### src/rtl/data_decimator_mc_pkg.sv
// rtl/data_decimator_mc_pkg.sv - shared modes and arithmetic helpers for the ADC decimator
package data_decimation_pkg;

    localparam logic [1:0] MODE_KEEP_LAST = 2'd0;
    localparam logic [1:0] MODE_AVERAGE   = 2'd1;
    localparam logic [1:0] MODE_PEAK      = 2'd2;

    // Wide enough to sum 2^dec_w full-scale samples without overflow.
    function automatic int acc_width(input int in_w, input int dec_w);
        return in_w + dec_w;
    endfunction

    function automatic logic [63:0] saturate(input logic [63:0] value, input int out_w);
        logic [63:0] max_val;
        if (out_w >= 64) begin
            return value;
        end
        max_val = (64'd1 << out_w) - 64'd1;
        return (value > max_val) ? max_val : value;
    endfunction

endpackage

### src/rtl/data_decimator_mc_lane.sv
// rtl/data_decimator_mc_lane.sv - one lane: accumulator, mode update and output saturation
module decim_lane
    import data_decimation_pkg::*;
#(
    parameter int IN_W  = 12,
    parameter int OUT_W = 16,
    parameter int DEC_W = 16
) (
    input  logic             clk,
    input  logic             rst_n,
    input  logic             clear,
    input  logic             accept,
    input  logic             first,
    input  logic [1:0]       mode,
    input  logic [4:0]       shift,
    input  logic [IN_W-1:0]  sample,
    output logic [OUT_W-1:0] result
);

    localparam int ACC_W = acc_width(IN_W, DEC_W);

    logic [ACC_W-1:0] acc_q;
    logic [ACC_W-1:0] acc_next;
    logic [ACC_W-1:0] sample_ext;
    logic [ACC_W-1:0] shifted;
    logic [63:0]      wide;

    // result reflects the beat being accepted, so the top can load it on the closing edge
    always_comb begin
        sample_ext = ACC_W'(sample);
        acc_next   = sample_ext;
        if (!first) begin
            case (mode)
                MODE_AVERAGE: acc_next = acc_q + sample_ext;
                MODE_PEAK:    acc_next = (sample_ext > acc_q) ? sample_ext : acc_q;
                default:      acc_next = sample_ext;
            endcase
        end
        shifted = (mode == MODE_AVERAGE) ? (acc_next >> shift) : acc_next;
        wide    = 64'(shifted);
        result  = OUT_W'(saturate(wide, OUT_W));
    end

    always_ff @(posedge clk or negedge rst_n) begin
        if (!rst_n) begin
            acc_q <= '0;
        end else if (clear) begin
            acc_q <= '0;
        end else if (accept) begin
            acc_q <= acc_next;
        end
    end

endmodule

### src/rtl/data_decimator_mc.sv
// rtl/data_decimator_mc.sv - multi-channel windowed decimator with backpressure and framing
module data_decimator_mc
    import data_decimation_pkg::*;
#(
    parameter int DATA_IN_WIDTH  = 12,
    parameter int DATA_OUT_WIDTH = 16,
    parameter int NUM_CH         = 2,
    parameter int DEC_WIDTH      = 16,
    parameter int FRAME_WIDTH    = 16
) (
    input  logic                             clk,
    input  logic                             rst_n,
    input  logic                             enable,
    input  logic [DEC_WIDTH-1:0]             decimate_reg,
    input  logic [1:0]                       mode_reg,
    input  logic [4:0]                       shift_reg,
    input  logic [FRAME_WIDTH-1:0]           frame_len_reg,
    input  logic [NUM_CH*DATA_IN_WIDTH-1:0]  in_data,
    input  logic                             in_data_valid,
    output logic                             in_data_ready,
    output logic [NUM_CH*DATA_OUT_WIDTH-1:0] out_data,
    output logic                             out_data_valid,
    input  logic                             out_data_ready,
    output logic                             out_data_last,
    output logic [31:0]                      window_cnt
);

    logic                             run_q;
    logic [DEC_WIDTH-1:0]             cnt_q;
    logic [DEC_WIDTH-1:0]             dec_q;
    logic [1:0]                       mode_q;
    logic [4:0]                       shift_q;
    logic [FRAME_WIDTH-1:0]           fcnt_q;
    logic [NUM_CH*DATA_OUT_WIDTH-1:0] results;

    logic                 first;
    logic                 accept;
    logic                 close;
    logic                 handoff;
    logic [DEC_WIDTH-1:0] dec_eff;
    logic [1:0]           mode_eff;
    logic [4:0]           shift_eff;

    assign in_data_ready = run_q && enable && (!out_data_valid || out_data_ready);
    assign accept        = in_data_valid && in_data_ready;
    assign handoff       = out_data_valid && out_data_ready;
    assign first         = (cnt_q == '0);

    // The opening beat of a window uses the live config, which is latched alongside it.
    assign dec_eff   = first ? decimate_reg : dec_q;
    assign mode_eff  = first ? mode_reg     : mode_q;
    assign shift_eff = first ? shift_reg    : shift_q;
    assign close     = accept && (cnt_q == dec_eff);

    assign out_data_last = out_data_valid && (fcnt_q == frame_len_reg);

    for (genvar k = 0; k < NUM_CH; k++) begin : g_lane
        decim_lane #(
            .IN_W  (DATA_IN_WIDTH),
            .OUT_W (DATA_OUT_WIDTH),
            .DEC_W (DEC_WIDTH)
        ) u_lane (
            .clk    (clk),
            .rst_n  (rst_n),
            .clear  (!enable),
            .accept (accept),
            .first  (first),
            .mode   (mode_eff),
            .shift  (shift_eff),
            .sample (in_data[k*DATA_IN_WIDTH +: DATA_IN_WIDTH]),
            .result (results[k*DATA_OUT_WIDTH +: DATA_OUT_WIDTH])
        );
    end

    always_ff @(posedge clk or negedge rst_n) begin
        if (!rst_n) begin
            run_q   <= 1'b0;
            cnt_q   <= '0;
            dec_q   <= '0;
            mode_q  <= MODE_KEEP_LAST;
            shift_q <= '0;
        end else begin
            run_q <= 1'b1;
            if (!enable) begin
                cnt_q <= '0;
            end else if (accept) begin
                cnt_q <= close ? '0 : cnt_q + 1'b1;
                if (first) begin
                    dec_q   <= decimate_reg;
                    mode_q  <= mode_reg;
                    shift_q <= shift_reg;
                end
            end
        end
    end

    always_ff @(posedge clk or negedge rst_n) begin
        if (!rst_n) begin
            out_data       <= '0;
            out_data_valid <= 1'b0;
            fcnt_q         <= '0;
            window_cnt     <= '0;
        end else begin
            if (close) begin
                out_data       <= results;
                out_data_valid <= 1'b1;
            end else if (handoff) begin
                out_data_valid <= 1'b0;
            end
            if (handoff) begin
                fcnt_q     <= (fcnt_q == frame_len_reg) ? '0 : fcnt_q + 1'b1;
                window_cnt <= window_cnt + 32'd1;
            end
        end
    end

endmodule

### config.mk
export PLATFORM = sky130hd
export DESIGN_NAME = data_decimator_mc
export DESIGN_NICKNAME = d
export VERILOG_FILES = /design/src/rtl/data_decimator_mc_pkg.sv /design/src/rtl/data_decimator_mc_lane.sv /design/src/rtl/data_decimator_mc.sv
export SDC_FILE = /design/constraint.sdc
export NUM_CORES = 1
export LEC_CHECK = 0
export ABC_AREA = 1
export CORE_MARGIN = 5
export CORE_UTILIZATION = 60
export CTS_CLUSTER_DIAMETER = 200
export DETAILED_ROUTE_END_ITERATION = 7
export DONT_BUFFER_PORTS = 1
export PLACE_DENSITY = 0.74
export RECOVER_POWER = 100
export SYNTH_ARGS = -nofsm -noshare
export SYNTH_HDL_FRONTEND = slang
export SYNTH_SLANG_ARGS = --single-unit
### constraint.sdc
create_clock -name clk -period 4.95 [get_ports clk]
set_clock_uncertainty 0.05 [all_clocks]
set_input_delay 0.99 -clock clk [delete_from_list [all_inputs] [get_ports clk]]
set_output_delay 0.99 -clock clk [all_outputs]
set_load 0.01 [all_outputs]
==> metrics.txt <==
clk slew on worst S/H paths ~80 ps; cts bufs inserted 17; pin count of the biggest net entering global routing 178; layout cells sized above 1 between 6 and 7%; Max IR drop VDD 0.312 mV; CP Capture Type flip-flop; Critical Path RT about 5300 ps; initial antenna violation count 0; remaining global-route overflow 0; RSZ-0062 raised after global routing no; Pre-Repair DR Iteration Count 6; FF/Latch Area ~4400 um^2; Final Hold Viols 0; # diodes 0; mux share of post-synthesis cell area less than 1%; Multi-input gate area 10,100 um^2; worst skew pair latency between 400 and 500 ps; initial core utilization 60.7%; vias in the first global route between 15k and 20k; syn avg cell area approximately 6.3 um^2; leakage just under 9 nW; Post-Syn Nets between 2k and 3k; Synth Area in Simple Gates 43.8%; Tot GR Track Use 34.4%; WP data arrival between 4000 and 5000 ps; Vias approximately 18k; global-route wire length before repair just under 90,000 um; fmax 0.222 GHz; post-CTS resize count 0; Yosys reg bits around 180; CP Launch Type flip-flop; Final Non-Filler Cells 2,883; Die Height 175 um; Antenna Nets Post-Route 0; most common cell after layout, fill and taps aside nand2_1; RD Place Congestion between 0.9 and 1; H-tree levels 4; Worst slew margin -11.9%; core box area around 27,000 um^2; PortBufs 0; WL/cell 18.5 um; Tcrit/Tclk final between 90% and 100%; fin nets ~2.7k; Cell Rows 60; Max-cap violations 3; Post-Place Cells 2,849; Crit Path Max Fanout 37; DP HPWL about 40,000 um; cells after synthesis 2,591; root buf cell clkbuf_16; area grow syn2layout 4.25%; status finished with violations; final wirelength 53,300 um; Power Dens Cells 268 nW/um^2; adder-cell share of the synthesized area about 4.4%; Finish-stage setup viols 0; Die W 175 um; IO Count roughly 140; hold crit path type input pin to async pin; worst-margin pin slew ~1700 ps; maximum root-to-sink buffer count 2; Post-Synth XOR/XNOR Area 3.39%; main combinational cell family by area after synthesis simple AND/OR/NAND/NOR gates; fillers approximately 2.6k; Mapped Area approximately 16,000 um^2; DRC 0; Crit Path Category flip-flop to flip-flop; sequential area share after synthesis 27.2%; 1st-iter DRT viols between 2k and 2.5k; cts hold-fix bufs 0; post-CTS setup buffer count 0; failing checks capacitance limit, slew limit; YS warnings 0; Compound-Gate Fraction of Synth Area between 9 and 10%; vias per cell approximately 6; Clock Sinks 177; TritonCTS clock tree done; Die ar. a little over 30,000 um^2; most frequent cells in the layout 756 x nand2_1, 502 x nand3_1, 288 x inv_1; Netlist cell types between 50 and 60; total negative slack 0 ps; Tmin final roughly 4500 ps; fin. max-slew vios 81
per-layer routing:
| metal | track usage (%) | share of wire [%] |
|---|---|---|
| met5 | 0 | 0 |
| met1 | 47.4 | 43 |
| met4 | 10.7 | 3.0 |
| met3 | 7.05 | 9.8 |
| met2 | 54.7 | 45 |
through the flow:
stage / instance area [um^2] / hold WS, ps / total power, mW / setup slack, ps / utilization, %
floorplan: 16300 / 393 / 2.71 / 1200 / -
global placement: 16300 / 408 / 3.03 / 588 / 61.0
detailed placement: 16300 / 413 / 3.05 / 434 / 61.0
CTS: 17000 / 167 / 4.53 / 404 / 63.3
global route: 17000 / 162 / 4.78 / 105 / 63.3
finish: 17000 / 184 / 4.55 / 449 / 63.3
cells in the mapped netlist, drive strengths merged:
cell type,n,area [um^2]
a21boi,5,37.5
a21o,4,30.0
a21oi,93,488
a22oi,1,7.51
a2bb2oi,1,8.76
a31oi,3,18.8
a41oi,1,8.76
and2,10,62.6
and3,1,6.26
buf,74,459
clkbuf,33,124
clkinv,5,18.8
conb,1,3.75
dfrtp,177,4430
fa,2,40.0
ha,54,676
inv,316,1190
mux2,5,56.3
nand2,762,2890
nand3,505,2540
nand3b,6,45.0
nand4,57,393
nor2,147,617
nor3,40,215
nor3b,7,52.6
nor4,10,62.6
o211a,1,10.0
o211ai,2,15.0
o21a,3,22.5
o21ai,99,537
o21bai,4,30.0
o22ai,56,350
o31ai,1,7.51
o32ai,3,26.3
or2,38,238
or4,1,7.51
xnor2,26,228
xor2,37,324
cell families after synthesis:
logic type / count (synthesis)
simple gates: 1584
buf+inv: 428
compound gates: 277
flops: 177
xor+xnor: 63
fa+ha+maj: 56
mux: 5
other cells: 1
path summary, 6_finish.rpt:
check                                from                         to  slack (ps)  cells past startpoint
worst max register to register   cnt_q[0]               out_data[22]         450                     23
worst min register to register  dec_q[10]                  dec_q[10]         430                      2
max in group asynchronous           rst_n  g_lane[0].u_lane.acc_q[3]        4260                      0
worst max-delay path             cnt_q[0]               out_data[22]         450                     23
min in group clk                dec_q[10]                  dec_q[10]         430                      2
worst min-delay path                rst_n  g_lane[0].u_lane.acc_q[7]         180                      0
layout make-up:
| class | instances | area share (%) |
|---|---|---|
| Timing Repair Buffer | 26 | 1.31 |
| Inverter | 321 | 7.12 |
| Multi-Input combinational cell | 1986 | 59.3 |
| Sequential cell | 177 | 26.1 |
| Clock inverter | 14 | 1.12 |
| Clock buffer | 18 | 2.59 |
| Tap cell | 341 | 2.51 |
report_power, final:
| group | total (mW) | internal (mW) | leakage [nW] | switching, mW |
|---|---|---|---|---|
| combinational | 1.50 | 0.448 | 6.13 | 1.05 |
| sequential | 1.57 | 1.51 | 2.35 | 0.0565 |
| clock | 1.48 | 0.784 | 0.300 | 0.692 |
| total | 4.55 | 2.75 | 8.78 | 1.80 |
worst max-delay path: stages, from the launching register on:
cell and delay [ps]:
dfrtp_1 400, inv_1 140, ha_1 210, nand4_4 140, nor2_8 210, nand2_8 200
o21ai_0 300, inv_1 100, ha_2 300, a21oi_4 300, clkbuf_1 210, o21ai_1 310
nand2_1 220, nand3_1 120, nand3_1 180, nand3_1 100, nand2_1 130, nand2_1 90
nand2_1 120, nand2_1 60, a21oi_1 270, nand3_1 110, nand2_1 90, inv_1 40
sequential cells by signal, indices dropped and copies added (netlist names), 2 cells and up:
register and flops:
g_lane.u_lane.acc_q 56, out_data 32, window_cnt 32, cnt_q 16, dec_q 16, fcnt_q 16, shift_q 5, mode_q 2
Note: power is estimated with default switching activity, not from simulation.
